`src/rtl/traffic_pkg.sv`:
```
// Shared definitions for the traffic lamp conflict monitor: fault codes,
// lamp bit positions within a 3-bit approach vector and a one-hot helper.
package traffic_pkg;

  // Fault codes; a lower value has higher priority.
  localparam logic [2:0] FLT_NONE     = 3'd0;
  localparam logic [2:0] FLT_ONEHOT   = 3'd1;
  localparam logic [2:0] FLT_CONFLICT = 3'd2;
  localparam logic [2:0] FLT_TRANS    = 3'd3;
  localparam logic [2:0] FLT_SHORT_Y  = 3'd4;
  localparam logic [2:0] FLT_WDOG     = 3'd5;

  // Bit positions of the lamps inside an approach vector {G,Y,R}.
  localparam int LAMP_R = 0;
  localparam int LAMP_Y = 1;
  localparam int LAMP_G = 2;

  // Legal single-lamp patterns of an approach.
  localparam logic [2:0] LAMP_RED = 3'b001;
  localparam logic [2:0] LAMP_YEL = 3'b010;
  localparam logic [2:0] LAMP_GRN = 3'b100;

  // True when exactly one lamp of the approach is lit.
  function automatic logic is_one_hot3(input logic [2:0] lamp);
    return (lamp == LAMP_RED) || (lamp == LAMP_YEL) || (lamp == LAMP_GRN);
  endfunction

endpackage

```
`src/rtl/lamp_approach_checker.sv`:
```
// Per-approach lamp checks: one-hot pattern, legal colour sequence and
// minimum yellow duration. Owns the yellow run-length counter.
module lamp_approach_checker
  import traffic_pkg::*;
#(
  parameter int MIN_YELLOW_CYC = 2
) (
  input  logic       clk,
  input  logic       rst,
  input  logic [2:0] lamp,
  input  logic [2:0] prev_lamp,
  input  logic       prev_valid,
  input  logic       clr,
  output logic       onehot_err,
  output logic       trans_err,
  output logic       short_err
);

  localparam int             YW   = $clog2(MIN_YELLOW_CYC + 1);
  localparam logic [YW-1:0]  YSAT = YW'(MIN_YELLOW_CYC);

  logic [YW-1:0] ycnt_r;
  logic          legal_s;

  // Allowed moves: hold, G->Y, Y->R, R->G.
  always_comb begin
    legal_s = 1'b0;
    case (prev_lamp)
      LAMP_GRN: legal_s = (lamp == LAMP_GRN) || (lamp == LAMP_YEL);
      LAMP_YEL: legal_s = (lamp == LAMP_YEL) || (lamp == LAMP_RED);
      LAMP_RED: legal_s = (lamp == LAMP_RED) || (lamp == LAMP_GRN);
      default:  legal_s = 1'b0;
    endcase
  end

  assign onehot_err = ~is_one_hot3(lamp);
  assign trans_err  = prev_valid & ~legal_s;
  assign short_err  = prev_valid & (prev_lamp == LAMP_YEL) & (lamp == LAMP_RED)
                    & (ycnt_r < YSAT);

  // Yellow run length; a yellow that starts with no valid history is
  // treated as already long enough so it can never be flagged short.
  always_ff @(posedge clk or negedge rst) begin
    if (!rst) begin
      ycnt_r <= '0;
    end else if (clr) begin
      ycnt_r <= '0;
    end else if (lamp[LAMP_Y]) begin
      if (!prev_valid) begin
        ycnt_r <= YSAT;
      end else if (ycnt_r != YSAT) begin
        ycnt_r <= ycnt_r + YW'(1);
      end else begin
        ycnt_r <= ycnt_r;
      end
    end else begin
      ycnt_r <= '0;
    end
  end

endmodule

```
`src/rtl/traffic_conflict_monitor.sv`:
```
// Lamp-side safety monitor. Legal lamp vectors pass through one register
// stage; the first fault latches and forces flashing red on both approaches
// until cleared with a safe all-red input.
module traffic_conflict_monitor
  import traffic_pkg::*;
#(
  parameter int MIN_YELLOW_CYC = 2,
  parameter int MAX_PHASE_CYC  = 64,
  parameter int FLASH_HALF_CYC = 4
) (
  input  logic       clk,
  input  logic       rst,
  input  logic       MR,
  input  logic       MY,
  input  logic       MG,
  input  logic       SR,
  input  logic       SY,
  input  logic       SG,
  input  logic       fault_clr,
  output logic       o_MR,
  output logic       o_MY,
  output logic       o_MG,
  output logic       o_SR,
  output logic       o_SY,
  output logic       o_SG,
  output logic       fault,
  output logic [2:0] fault_code
);

  localparam int             WW       = $clog2(MAX_PHASE_CYC + 1);
  localparam logic [WW-1:0]  WSAT     = WW'(MAX_PHASE_CYC);
  localparam int             FW       = $clog2(FLASH_HALF_CYC + 1);
  localparam logic [FW-1:0]  FLAST    = FW'(FLASH_HALF_CYC - 1);
  localparam logic [5:0]     SAFE_VEC = {LAMP_RED, LAMP_RED};

  logic [2:0]    main_s, side_s;
  logic [5:0]    vec_s;
  logic [5:0]    prev_r;
  logic          prev_valid_r;
  logic [2:0]    main_out_r, side_out_r;
  logic          fault_r;
  logic [2:0]    code_r;
  logic [WW-1:0] wd_r;
  logic          flash_r;
  logic [FW-1:0] fcnt_r;

  logic          m_oh_s, m_tr_s, m_sy_s;
  logic          s_oh_s, s_tr_s, s_sy_s;
  logic          conflict_s, clr_s;
  logic [WW-1:0] wd_run_s;
  logic [2:0]    code_s;
  logic          flash_nx_s;
  logic [FW-1:0] fcnt_nx_s;

  assign main_s     = {MG, MY, MR};
  assign side_s     = {SG, SY, SR};
  assign vec_s      = {side_s, main_s};
  assign conflict_s = (MG | MY) & (SG | SY);
  assign clr_s      = fault_r & fault_clr & (vec_s == SAFE_VEC);

  lamp_approach_checker #(.MIN_YELLOW_CYC(MIN_YELLOW_CYC)) u_main (
    .clk(clk), .rst(rst), .lamp(main_s), .prev_lamp(prev_r[2:0]),
    .prev_valid(prev_valid_r), .clr(clr_s),
    .onehot_err(m_oh_s), .trans_err(m_tr_s), .short_err(m_sy_s)
  );

  lamp_approach_checker #(.MIN_YELLOW_CYC(MIN_YELLOW_CYC)) u_side (
    .clk(clk), .rst(rst), .lamp(side_s), .prev_lamp(prev_r[5:3]),
    .prev_valid(prev_valid_r), .clr(clr_s),
    .onehot_err(s_oh_s), .trans_err(s_tr_s), .short_err(s_sy_s)
  );

  // Number of consecutive cycles the current vector has been presented.
  always_comb begin
    wd_run_s = WW'(1);
    if (prev_valid_r && (vec_s == prev_r)) begin
      if (wd_r == WSAT) begin
        wd_run_s = WSAT;
      end else begin
        wd_run_s = wd_r + WW'(1);
      end
    end else begin
      wd_run_s = WW'(1);
    end
  end

  // Priority encoder: lowest fault code wins.
  always_comb begin
    code_s = FLT_NONE;
    if (m_oh_s | s_oh_s) begin
      code_s = FLT_ONEHOT;
    end else if (conflict_s) begin
      code_s = FLT_CONFLICT;
    end else if (m_tr_s | s_tr_s) begin
      code_s = FLT_TRANS;
    end else if (m_sy_s | s_sy_s) begin
      code_s = FLT_SHORT_Y;
    end else if (wd_run_s == WSAT) begin
      code_s = FLT_WDOG;
    end else begin
      code_s = FLT_NONE;
    end
  end

  // Next flash phase: toggle after FLASH_HALF_CYC cycles in the same phase.
  always_comb begin
    flash_nx_s = flash_r;
    fcnt_nx_s  = fcnt_r;
    if (fcnt_r == FLAST) begin
      flash_nx_s = ~flash_r;
      fcnt_nx_s  = '0;
    end else begin
      flash_nx_s = flash_r;
      fcnt_nx_s  = fcnt_r + FW'(1);
    end
  end

  // Fault latch, history, watchdog, flasher and output registers.
  always_ff @(posedge clk or negedge rst) begin
    if (!rst) begin
      prev_r       <= '0;
      prev_valid_r <= 1'b0;
      main_out_r   <= LAMP_RED;
      side_out_r   <= LAMP_RED;
      fault_r      <= 1'b0;
      code_r       <= FLT_NONE;
      wd_r         <= '0;
      flash_r      <= 1'b1;
      fcnt_r       <= '0;
    end else if (!fault_r) begin
      prev_r       <= vec_s;
      prev_valid_r <= 1'b1;
      wd_r         <= wd_run_s;
      if (code_s != FLT_NONE) begin
        fault_r    <= 1'b1;
        code_r     <= code_s;
        main_out_r <= LAMP_RED;
        side_out_r <= LAMP_RED;
        flash_r    <= 1'b1;
        fcnt_r     <= '0;
      end else begin
        main_out_r <= main_s;
        side_out_r <= side_s;
      end
    end else if (clr_s) begin
      fault_r      <= 1'b0;
      code_r       <= FLT_NONE;
      prev_r       <= vec_s;
      prev_valid_r <= 1'b0;
      wd_r         <= '0;
      main_out_r   <= main_s;
      side_out_r   <= side_s;
      flash_r      <= 1'b1;
      fcnt_r       <= '0;
    end else begin
      prev_r     <= vec_s;
      wd_r       <= wd_run_s;
      flash_r    <= flash_nx_s;
      fcnt_r     <= fcnt_nx_s;
      main_out_r <= {2'b00, flash_nx_s};
      side_out_r <= {2'b00, flash_nx_s};
    end
  end

  assign o_MR       = main_out_r[LAMP_R];
  assign o_MY       = main_out_r[LAMP_Y];
  assign o_MG       = main_out_r[LAMP_G];
  assign o_SR       = side_out_r[LAMP_R];
  assign o_SY       = side_out_r[LAMP_Y];
  assign o_SG       = side_out_r[LAMP_G];
  assign fault      = fault_r;
  assign fault_code = code_r;

endmodule

```
`config.mk`:
```
export PLATFORM = sky130hd
export DESIGN_NAME = traffic_conflict_monitor
export DESIGN_NICKNAME = d
export VERILOG_FILES = /design/src/rtl/traffic_pkg.sv /design/src/rtl/lamp_approach_checker.sv /design/src/rtl/traffic_conflict_monitor.sv
export SDC_FILE = /design/constraint.sdc
export NUM_CORES = 1
export LEC_CHECK = 0
export ABC_AREA = 1
export CAP_MARGIN = 0
export CELL_PAD_IN_SITES_DETAIL_PLACEMENT = 1
export CELL_PAD_IN_SITES_GLOBAL_PLACEMENT = 1
export CORE_MARGIN = 2
export CORE_UTILIZATION = 47
export CTS_BUF_LIST = sky130_fd_sc_hd__clkbuf_8
export DETAILED_ROUTE_END_ITERATION = 7
export PLACE_DENSITY = 0.91
export SYNTH_ARGS = -nofsm -noshare
export SYNTH_HDL_FRONTEND = slang
export SYNTH_SLANG_ARGS = --single-unit
```
`constraint.sdc`:
```
create_clock -name clk -period 4.05 [get_ports clk]
set_input_delay 0.81 -clock clk [delete_from_list [all_inputs] [get_ports clk]]
set_output_delay 0.81 -clock clk [all_outputs]
set_load 0.005 [all_outputs]
```
==> impl_metrics.ini, run 1 <==
[run_status]
status = complete, no violations

[clock_tree]
cts_setup_buffers = 0
hold_buffers = 0
cts_root_buf = clkbuf_8
insertion_delay_ps = 290
clk_pin_slew_ps = 70
cts_buffers = 5
post_cts_resized = 0
htreeDepth = 2
cts_tree = done
clock_path_buffers = 2
numClockSinks = 32

[synthesis]
yosysMostFrequentCell = nand2_1
syn-mean-instance-area_um2 = 7.92
syn-num-nets = 253
synth_cell_types = 32
netlist.area_leader.share_pct = 38.3
syn_area_um2 = 1890
ys_dominant_reg_cell = dfrtp_1
synth-edff-count = 0
synth_commonest_cells = 66 x nand2_1, 30 x inv_1, 29 x dfrtp_1
ys_ff_latch = 32
synth_area_leader_cell = dfrtp_1
synth.area.top_cells = dfrtp_1 38%, nand2_1 13%, nand3_1 6.1%, inv_1 5.9%, dfstp_2 4.2%
netlist_instances = 239
yosysWarnings = 0
synth-async-reset-ratio_pct = 100
ys_seq_area_share_pct = 42.5

[drt]
drt_iter0_markers = 82
viasPerCell = 5.29
drt-total-wl_mm = 5.11
ant_nets = 0
wl_per_cell_um = 16.2
drc = 0
vias = 1667
drtPass1Iterations = 4

[sta]
worst_clock_skew_ps = 4.39
slew_headroom_pct = 64.2
fmax_mhz = 374
min_period_over_period_pct = 66.0
setup_viol_count_final = 0
drv_slew = 0
finalSetupTns_ps = 0
rsz0062_at_grt = no
worst_slew_pin_slew_ps = 535
layout_min_cycle_time_ps = 2670
hold_viol_final = 0

[cells_and_area]
diodes = 0
drive_above_1_share_pct = 18.5
fin_nets = 278
area_delta_synth_final_pct = 19.5

[critical_path]
arrival_ps = 2890
crit_type = in2reg
worstSetupEndpointType = flop
crit_top_cell = nand2_1
timing.critical_path.buf_inv = 2
crit_family = simple AND/OR/NAND/NOR gates
slowest_stage = clkdlybuf4s50_1
cp-start-kind = input port
cp_slowest_stage_delay_ps = 530
cp_max_fo = 8
cp_data_required_time_ps = 4260
crit_path_cell_trace = clkdlybuf4s50_1, inv_2, nand3_2, nand2_1, nand3_1, nand2_1, nand2_1, nand2_1, nand2_1, nand2_2, nand2_2, nor2_4, nand4_4, nand2_4, o21ai_1

[global_routing]
grt.total_usage_pct = 25.0
antenna_found_initial = 0
grt_pass1_vias = 1719
grt_max_degree = 33
grt_pass1_wl_mm = 8.27
overflow = 0

[power_and_ir_drop]
p_switching_mw = 0.373
vdd_drop_max_mv = 0.336
p_comb_share_pct = 30.4
power_frac_clock_pct = 30.7
p_seq_share_pct = 38.9
p_total_mw = 1.13
sw_frac_of_total_pct = 33.0
p_leak_nw = 1.15
power_density_nw_per_um2 = 499
power.internal_mw = 0.757

[floorplanning]
core-area_um2 = 3940
start_util_pct = 48.0
die_y_um = 67.5
num_io_pins = 19
die_area_um2 = 4550
rows = 23
die_x_um = 67.5

[place]
port_buffers = 18
dp_hpwl_mm = 3.71
gp_congestion = 0.837

[min_path]
hold_path.class = reg2reg

[run]
maxCapViolCount = 0
-- power by group through the flow --
stage / Clock [mW] / Combinational (mW) / Sequential (mW)
floorplan: 0 / 0.233 / 0.429
global placement: 0 / 0.325 / 0.440
detailed placement: 0 / 0.340 / 0.443
CTS: 0.350 / 0.348 / 0.438
global route: 0.364 / 0.392 / 0.446
finish: 0.347 / 0.344 / 0.439
-- cell type report --
class / instances / area [µm²]
clock inverters: 1 / 30.0
inverters: 38 / 143
flip-flops and latches: 32 / 805
repair buffers: 19 / 188
well taps: 50 / 62.6
clock buffers: 7 / 96.3
fillers: 483 / 1680
multi-input cells: 168 / 938
-- worst min-delay path, stage by stage (launching register included) --
cell and delay (ps):
dfstp_2 380, inv_1 60, o21ai_2 60
-- cells in the final DEF, fill, tap and decap left out, drive strengths merged, types with 2 or more instances in the layout --
| cell type | netlist | routed |
|---|---|---|
| a21oi | 4 | 4 |
| a311oi | 2 | 2 |
| clkbuf | 0 | 7 |
| clkdlybuf4s50 | 0 | 18 |
| dfrtp | 29 | 29 |
| dfstp | 3 | 3 |
| ha | 5 | 5 |
| inv | 37 | 37 |
| nand2 | 77 | 77 |
| nand3 | 26 | 26 |
| nand3b | 2 | 2 |
| nand4 | 5 | 5 |
| nor2 | 23 | 23 |
| nor3 | 7 | 7 |
| nor4 | 2 | 2 |
| o21ai | 7 | 7 |
| xor2 | 3 | 3 |
-- metal layers --
layer | vias up | track usage (%) | part of all wire, %
met5 | - | 0 | 0
met4 | 0 | 7.91 | 1.5
met3 | 9 | 4.83 | 2.9
met1 | 813 | 30.4 | 44
li1 | 816 | - | -
met2 | 29 | 44.2 | 51
-- state kept, by name, summed over array words and instances (netlist names), 2 cells and up --
| register | count |
|---|---|
| wd_r | 7 |
| prev_r | 6 |
| fault_code | 3 |
| fcnt_r | 3 |
| main_out_r | 3 |
| side_out_r | 3 |
| u_main.ycnt_r | 2 |
| u_side.ycnt_r | 2 |
-- logic make-up after synthesis --
group	after synthesis	share of synthesized area [%]
flops	32	42.5
buf+inv	39	7.93
xor+xnor	3	1.39
compound gates	16	5.82
simple gates	144	39.1
fa+ha+maj	5	3.30
-- path summary, 6_finish.rpt --
check / from / endpoint / slack (ps) / cells past startpoint
setup reg to reg: prev_valid_r / side_out_r[0] / 2020 / 13
min in group asynchronous: rst / side_out_r[1] / 920 / 2
setup / recovery: MY / side_out_r[0] / 1380 / 15
max in group asynchronous: rst / side_out_r[0] / 2790 / 2
hold reg to reg: flash_r / flash_r / 490 / 2
hold / removal: flash_r / flash_r / 490 / 2
-- stage by stage --
| step | utilization [%] | hold WS, ps | cells | cell area [µm²] | worst slack, ps |
|---|---|---|---|---|---|
| 2_1_floorplan | - | 453 | 239 | 1890 | 2010 |
| 3_3_place_gp | 54.2 | 468 | 307 | 2140 | 1130 |
| 3_5_place_dp | 54.2 | 481 | 307 | 2140 | 1110 |
| 4_1_cts | 57.4 | 492 | 315 | 2260 | 1370 |
| 5_1_grt | 57.4 | 524 | 315 | 2260 | 1220 |
| 6_report | 57.4 | 490 | 315 | 2260 | 1380 |
No activity file was read; power rests on OpenSTA's default activity.
==> inputs of run 2 (changes only) <==
CORE_UTILIZATION = 44   (was 47)
PLACE_DENSITY = 0.86   (was 0.91)
clock period = 2.7 ns   (was 4.05 ns; I/O delays follow)
==> run 2 against run 1 <==
Global-route usage decreased by 3.0 points. Combinational power up 52%. Utilization is 1.1 points lower. Register-to-register slack lost 1400 ps. Critical path depth did not move. Via count is 2.5% higher. Flip-flop and latch count unchanged.
==> impl_metrics.ini, run 2 (synthesis results as in run 1) <==
[clock_tree]
post_cts_resized = 0
cts_setup_buffers = 0
clock_path_buffers = 2
hold_buffers = 0
cts_buffers = 5
cts_root_buf = clkbuf_8
insertion_delay_ps = 290
clk_pin_slew_ps = 70
numClockSinks = 32
htreeDepth = 2
cts_tree = done

[power_and_ir_drop]
power_density_nw_per_um2 = 685
vdd_drop_max_mv = 0.479
p_total_mw = 1.56
p_leak_nw = 1.17

[sta]
worst_slew_pin_slew_ps = 416
min_period_over_period_pct = 88.7
fmax_mhz = 418
rsz0062_at_grt = no
hold_viol_final = 0
drv_slew = 0
finalSetupTns_ps = 0
slew_headroom_pct = 72.2
setup_viol_count_final = 0
layout_min_cycle_time_ps = 2390
worst_clock_skew_ps = 7.94

[global_routing]
grt.total_usage_pct = 22.0
grt_pass1_vias = 1727
grt_max_degree = 33
antenna_found_initial = 0
grt_pass1_wl_mm = 8.30
overflow = 0

[drt]
drt_iter0_markers = 62
drtPass1Iterations = 4
viasPerCell = 5.30
drc = 0
drt-total-wl_mm = 4.84
ant_nets = 0
vias = 1708
wl_per_cell_um = 15.0

[cells_and_area]
fin_nets = 285
area_delta_synth_final_pct = 20.6
final_common_cell = nand2_1
final_cells = 322
largest_register = wd_r
final_cell_mix = 66 x nand2_1, 31 x inv_1, 29 x dfrtp_1, 23 x nand3_1, 18 x clkdlybuf4s50_1
top_regs = wd_r: 7 flops, prev_r: 6 flops
largest_reg_flops = 7
diodes = 0
drive_above_1_share_pct = 20.2
postLayoutCoreUtil_pct = 56.2

[run]
maxCapViolCount = 0

[floorplanning]
die_x_um = 69.6
core-area_um2 = 4060
num_io_pins = 19
start_util_pct = 46.7
die_y_um = 69.6
rows = 23
die_area_um2 = 4840

[place]
dp_cells = 314
dp_hpwl_mm = 3.77
gp_congestion = 0.865
port_buffers = 18

[critical_path]
worstSetupEndpointType = flop
crit_path_cell_trace = clkdlybuf4s50_1, nor2_2, nand2_2, nand2_1, nand3_1, nand2_1, nand2_1, nand2_1, nand2_1, nand2_2, nand2_2, nor2_4, nand4_4, nand2_4, o21ai_1
arrival_ps = 2600
cp-start-kind = input port
timing.rr.start = prev_valid_r
critPathLaunch = SY
timing.critical_path.buf_inv = 1
crit_type = in2reg
cp_data_required_time_ps = 2910
crit_top_cell = nand2_1
crit_family = simple AND/OR/NAND/NOR gates
slowest_stage = clkdlybuf4s50_1
cp_max_fo = 7
cp_slowest_stage_delay_ps = 550

[min_path]
hold_path.class = reg2reg
hp-start = flash_r

[run_status]
status = complete, no violations
[run 2: final timing paths]
kind | cells after the start | end | slack (ps)
min in group asynchronous | 2 | prev_r[4] | 640
worst min-delay path | 2 | flash_r | 490
worst max-delay path | 15 | main_out_r[0] | 310
worst max register to register | 13 | main_out_r[0] | 670
worst min register to register | 2 | flash_r | 490
max in group asynchronous | 2 | main_out_r[0] | 1720
[run 2: report_power, final]
group / switching [mW] / internal [mW]
Clock: 0.181 / 0.203
Combinational: 0.296 / 0.227
Sequential: 0.0681 / 0.588
Total: 0.545 / 1.02
[run 2: through the flow]
stage	setup WS, ps	hold slack [ps]	instance area [µm²]
finish	306	489	2280
floorplan	933	244	1890
detailed placement	-13.2	486	2190
CTS	279	497	2280
global route	120	507	2280
global placement	38.3	473	2190
[run 2: final cells by class]
class / count / area, µm²
Fill cell: 528 / 1780
Multi-Input combinational cell: 168 / 938
Sequential cell: 32 / 805
Timing Repair Buffer: 26 / 240
Inverter: 38 / 143
Clock buffer: 6 / 82.6
Tap cell: 50 / 62.6
Clock inverter: 2 / 11.3
[run 2: worst reg2reg max path, delay by kind of cell (launching register included)]
| family | cells | cell delay, ps |
|---|---|---|
| and+or+nand+nor | 10 | 1090 |
| DFF | 1 | 530 |
| AOI/OAI and AO/OA | 2 | 220 |
| buffers and inverters | 1 | 110 |
[run 2: per-layer routing]
metal | vias up | wire [µm] | global-route usage (%)
met5 | - | 0 | 0
met4 | 0 | 119 | 10.0
met3 | 11 | 201 | 4.36
met2 | 43 | 2360 | 36.1
met1 | 828 | 2160 | 27.8
li1 | 826 | - | -
